===== src/rtl/bp_pkg.sv =====
// Shared branch-predictor definitions: index modes, sweep FSM encoding and the
// PC/history index hash used by direction tables.
package bp_pkg;

  localparam int MODE_BIMODAL = 0;
  localparam int MODE_GSHARE  = 1;

  typedef enum logic {
    ST_INIT = 1'b0,
    ST_RUN  = 1'b1
  } bp_state_e;

  // Operands are zero-extended by the caller; the caller truncates the result
  // to its own index width.
  function automatic logic [31:0] bp_index(input logic [63:0] pc,
                                           input logic [31:0] ghr,
                                           input int          pc_lsb,
                                           input int          idx_w,
                                           input int          mode);
    logic [63:0] slice;
    slice = (pc >> pc_lsb) & ((64'd1 << idx_w) - 64'd1);
    if (mode == MODE_GSHARE) slice = slice ^ {32'd0, ghr};
    return slice[31:0];
  endfunction

endpackage


===== src/rtl/sat_counter_next.sv =====
// Combinational next value of a CNT_W-bit saturating up/down counter.
module sat_counter_next #(
  parameter int CNT_W = 2
) (
  input  logic [CNT_W-1:0] cur,
  input  logic             taken,
  output logic [CNT_W-1:0] nxt
);

  always_comb begin
    nxt = cur;
    if (taken) begin
      if (cur != {CNT_W{1'b1}}) nxt = cur + CNT_W'(1);
    end else begin
      if (cur != '0) nxt = cur - CNT_W'(1);
    end
  end

endmodule


===== src/rtl/gshare_predictor.sv =====
// Bimodal/gshare direction predictor with speculative global history,
// mispredict recovery and a post-reset table initialisation sweep.
module gshare_predictor
  import bp_pkg::*;
#(
  parameter int PC_W     = 32,
  parameter int PC_LSB   = 2,
  parameter int IDX_W    = 10,
  parameter int CNT_W    = 2,
  parameter int HIST_W   = 8,
  parameter int MODE     = MODE_GSHARE,
  parameter logic [CNT_W-1:0] INIT_VAL = CNT_W'(2**(CNT_W-1)-1)
) (
  input  logic              clk,
  input  logic              rstn,
  input  logic              pred_valid,
  input  logic [PC_W-1:0]   pred_pc,
  output logic              pred_ready,
  output logic              pred_taken,
  output logic [CNT_W-1:0]  pred_counter,
  output logic [HIST_W-1:0] pred_ghr,
  input  logic              cmt_valid,
  input  logic [PC_W-1:0]   cmt_pc,
  input  logic [HIST_W-1:0] cmt_ghr,
  input  logic              cmt_taken,
  input  logic              cmt_mispredict,
  output logic [31:0]       mispred_cnt
);

  localparam int DEPTH = 2**IDX_W;

  bp_state_e         state_q, state_d;
  logic [IDX_W-1:0]  ptr_q, ptr_d;
  logic [HIST_W-1:0] ghr_q, ghr_d;
  logic [31:0]       mis_q, mis_d;

  logic [CNT_W-1:0]  cnt_tbl_q [DEPTH];

  logic [IDX_W-1:0]  pred_idx, cmt_idx, wr_idx;
  logic [CNT_W-1:0]  cmt_cur, cmt_nxt, wr_val, pred_cnt_c;
  logic              wr_en, run;

  assign run      = (state_q == ST_RUN);
  assign pred_idx = IDX_W'(bp_index(64'(pred_pc), 32'(ghr_q), PC_LSB, IDX_W, MODE));
  assign cmt_idx  = IDX_W'(bp_index(64'(cmt_pc), 32'(cmt_ghr), PC_LSB, IDX_W, MODE));
  assign cmt_cur  = cnt_tbl_q[cmt_idx];

  sat_counter_next #(.CNT_W(CNT_W)) u_sat (
    .cur   (cmt_cur),
    .taken (cmt_taken),
    .nxt   (cmt_nxt)
  );

  // Same-index commit is forwarded so fetch never sees a stale count.
  always_comb begin
    pred_cnt_c = cnt_tbl_q[pred_idx];
    if (cmt_valid && (cmt_idx == pred_idx)) pred_cnt_c = cmt_nxt;
    if (!run) pred_cnt_c = '0;
  end

  assign pred_ready   = run;
  assign pred_counter = pred_cnt_c;
  assign pred_taken   = pred_cnt_c[CNT_W-1];
  assign pred_ghr     = run ? ghr_q : '0;
  assign mispred_cnt  = mis_q;

  // NOTE: every variable gets a default first so no path leaves it unassigned and a latch is inferred.
  always_comb begin
    state_d = state_q;
    ptr_d   = ptr_q;
    ghr_d   = ghr_q;
    mis_d   = mis_q;
    wr_en   = 1'b0;
    wr_idx  = ptr_q;
    wr_val  = INIT_VAL;
    case (state_q)
      ST_INIT: begin
        wr_en = 1'b1;
        ptr_d = ptr_q + IDX_W'(1);
        if (ptr_q == IDX_W'(DEPTH-1)) state_d = ST_RUN;
      end
      ST_RUN: begin
        if (cmt_valid) begin
          wr_en  = 1'b1;
          wr_idx = cmt_idx;
          wr_val = cmt_nxt;
        end
        // Recovery overrides the speculative shift of a same-cycle prediction.
        if (cmt_valid && cmt_mispredict) begin
          ghr_d = {cmt_ghr[HIST_W-2:0], cmt_taken};
          if (mis_q != 32'hFFFF_FFFF) mis_d = mis_q + 32'd1;
        end else if (pred_valid) begin
          ghr_d = {ghr_q[HIST_W-2:0], pred_taken};
        end
      end
      default: state_d = ST_INIT;
    endcase
  end

  // NOTE: sequential state is assigned with <= so all flops update together from pre-edge values.
  always_ff @(posedge clk or negedge rstn) begin
    if (!rstn) begin
      state_q <= ST_INIT;
      ptr_q   <= '0;
      ghr_q   <= '0;
      mis_q   <= '0;
    end else begin
      state_q <= state_d;
      ptr_q   <= ptr_d;
      ghr_q   <= ghr_d;
      mis_q   <= mis_d;
    end
  end

  // NOTE: the table has no reset; the INIT sweep initialises it, keeping reset off the array.
  always_ff @(posedge clk) begin
    if (wr_en) cnt_tbl_q[wr_idx] <= wr_val;
  end

endmodule


===== config.mk =====
export PLATFORM = sky130hd
export DESIGN_NAME = gshare_predictor
export DESIGN_NICKNAME = d
export VERILOG_FILES = /design/src/rtl/bp_pkg.sv /design/src/rtl/sat_counter_next.sv /design/src/rtl/gshare_predictor.sv
export SDC_FILE = /design/constraint.sdc
export NUM_CORES = 2
export LEC_CHECK = 0
export BUFFER_PORTS_ARGS = -buffer_cell sky130_fd_sc_hd__buf_2
export CORE_AREA = 2 2 518 417
export DETAILED_ROUTE_END_ITERATION = 12
export DIE_AREA = 0 0 520 419
export HOLD_SLACK_MARGIN = 0.1
export SLEW_MARGIN = 0
export SYNTH_ARGS = -nofsm -noshare
export SYNTH_HDL_FRONTEND = slang
export SYNTH_HIERARCHICAL = 1
export SYNTH_SLANG_ARGS = --single-unit

===== constraint.sdc =====
create_clock -name clk -period 56.8 [get_ports clk]
set_clock_uncertainty 0.05 [all_clocks]
set_input_delay 11.36 -clock clk [delete_from_list [all_inputs] [get_ports clk]]
set_output_delay 11.36 -clock clk [all_outputs]
set_load 0.1 [all_outputs]

==> metrics <==
Final Setup Violations 0; Syn Nets 5,980; power per cell area ~30 mW/mm2; # IOs ~120; Routed Antenna Nets 0; Worst EP required 45.39 ns; cts hold-fix bufs 0; Synth Flop Type edfxtp_1; Die Wd 520 um; DR WL/cell 39.6 um; CTS root buf clkbuf_16; Syn Inst Count approximately 6,000; Critical Path End Type primary output; synth cell count leaders 2,048 x edfxtp_1, 1,150 x mux4_2, 1,122 x nor2_1; min-delay worst type reg2reg; vias in the first global route approximately 62,000; Ys Warns 6; count of pins over their slew limit 0; CTS Buffer Depth 4; Setup Buffers After CTS 0; NumNets Final around 5,900; outcome complete, but fails checks; Bufs and invs on worst path 5; cell row count approximately 150; Leak Pwr 33.5 nW; slew margin rel. 13.1%; Post-synth ARST share 2.43%; CP arrival around 20 ns; RSZ-0062 raised after global routing false; top post-synthesis cells by area edfxtp_1 61%, mux4_2 26%, nor2_1 4.1%, clkbuf_1 1.3%, dfrtp_1 1.3%; final setup margin about 25 ns; synth unique cells 60; Final Instance Area ~0.11 mm2; Fillers 17,100; die height 419 um; #FFs+latches synth approximately 2,100; Area Overhead vs Synth 10.3%; first-pass GRT wire length 488,000 um; failing checks DRC; leading area contributor after synthesis edfxtp_1; Initial Util 47.6%; DP Area approximately 0.11 mm2; DIE AREA 0.218 mm2; core area 0.213 mm2; Residual DRC 24; Final Non-Filler Cells roughly 9,000; most common cell in the netlist edfxtp_1; metal2 WL around 150,000 um; clk slew on worst S/H paths roughly 0.06 ns; total negative slack 0 ns; critical-path cell list buf_2 > xor2_4 > buf_4 > buf_4 > mux4_2 > mux4_2 > a22o_1 > a221oi_1 > o22ai_1 > o31a_1 > or3_1 > maj3_2 > inv_1 > a41o_1 > a311o_1 > nor4_1 > a211o_1 > a32o_1 > buf_2; WS Path Type in2out; Top delay family on crit path compound AO/OA/AOI/OAI gates; mapped cell area 0.102 mm2; min cycle time layout around 32 ns; PostCTS Resize Cnt 0; Overflow after GRT 0; Max-cap violations 0; All-Layer GR Usage roughly a third; CTS sink cnt 2,099; max incr delay on CP 1.00 ns; met1 WL 131,000 um; Slowest cell on crit path a221oi_1; Post-Place Cells 8,474; RD Place Congestion 0.909; H-tree lvl count 4; first drt pass iteration count 11; Vias/cell approximately 7.1; Syn Area/Cell approximately 17 um2; Fmax between 30 and 40 MHz; top-area cell type share of the netlist area 60.6%; Peak supply drop between 0.02 and 0.03 mV; final WL 351,000 um; layout cells sized above 1 29.3%; largest net degree at the start of global routing between 200 and 250; EDFF count, synth about 2,000; Num CTS Buffers between 200 and 250; Tcrit/Tclk final between 50% and 60%; sequential area share after synthesis between 60% and 70%; worst skew pair latency approximately 0.90 ns; port bufs 77; met3 routed WL just over 50,000 um; crit path launch type input port; top layer in use met5; Tot Pwr between 3 and 4 mW; initial antenna violation count 26; Place WS 25.37 ns; Worst Max-Slew Pin Slew approximately 1.3 ns; DPL Wire Length 206,000 um; crit-path max FO just over 40; CTS tree yes; final hold viol count 0; via count between 60,000 and 70,000; DRT iter0 DRCs between 10,000 and 15,000
metrics by stage:
step	hold slack (ns)	util, %
final	0.433	52.5
after global routing	0.454	52.5
after CTS	0.438	52.5
after detailed placement	0.431	49.4
after global placement	0.420	49.4
after floorplan	0.436	-
cells by family after synthesis:
group | share of synthesized area (%)
buf+inv | 2.18
xor+xnor | 0.705
simple gates | 6.13
compound gates | 2.82
flops | 61.8
mux | 26.3
fa+ha+maj | 0.0468
cell usage in the layout (no fill, tap or decap), types with 36 or more instances in the layout:
| master | netlist | routed |
|---|---|---|
| a21oi_1 | 69 | 69 |
| a22o_1 | 36 | 36 |
| a22oi_1 | 125 | 125 |
| buf_2 | 108 | 77 |
| buf_4 | 16 | 163 |
| clkbuf_1 | 353 | 56 |
| clkbuf_16 | 0 | 217 |
| clkinv_1 | 0 | 45 |
| dfrtp_1 | 51 | 51 |
| edfxtp_1 | 2048 | 2048 |
| mux2i_1 | 74 | 74 |
| mux4_2 | 1150 | 1150 |
| nand2_1 | 227 | 195 |
| nand3_1 | 70 | 70 |
| nor2_1 | 1122 | 1105 |
| nor3_1 | 44 | 44 |
| xnor2_1 | 55 | 46 |
metal layers:
metal  track usage [%]  vias up
li1                  -    24100
met1              45.4    33400
met5             0.598        -
met2              46.7     4660
met3              11.0      735
met4              11.7        8
registers in the layout (all words and copies together) (netlist names):
signal,cells
ghr_q,8
cnt_tbl_q,2048
ptr_q,10
mispred_cnt,32
pred_ready,1
path summary, 6_finish.rpt:
path	start	endpoint	slack, ns	depth (start not counted)
max in group asynchronous	rstn	ghr_q[5]	45.46	2
worst max register to register	cnt_tbl_q[855][0]	cnt_tbl_q[832][0]	47.64	15
worst min register to register	mispred_cnt[15]	mispred_cnt[15]	0.43	1
worst max-delay path	cmt_ghr[0]	pred_taken	25.20	19
worst min-delay path	mispred_cnt[15]	mispred_cnt[15]	0.43	1
min in group asynchronous	rstn	mispred_cnt[8]	10.67	2
cell type report:
class | instances | area, um2 | share of cell area, %
sequential | 2099 | 62800 | 56.1
tap | 2849 | 3560 | 3.19
clock buffer | 276 | 5680 | 5.08
antenna | 11 | 27.5 | 0.0246
timing repair buffer | 253 | 1870 | 1.67
inverter | 10 | 37.5 | 0.0335
clock inverter | 101 | 831 | 0.742
multi-input combinational | 3263 | 37100 | 33.2
power breakdown:
group	switching (mW)	internal (mW)
clock	0.613	0.760
combinational	0.147	0.0700
sequential	0	1.67
total	0.760	2.50
worst reg2reg max path: cells and delay by family (launching register included):
kind,cells,cell delay [ns]
multiplexers,2,0.96
AND/OR/NAND/NOR,3,1.51
adder cells (fa/ha/maj),1,0.19
AO/OA/AOI/OAI,4,1.50
buffers and inverters,5,4.14
flip-flops,1,0.39
Note: power is estimated with default switching activity, not from simulation.
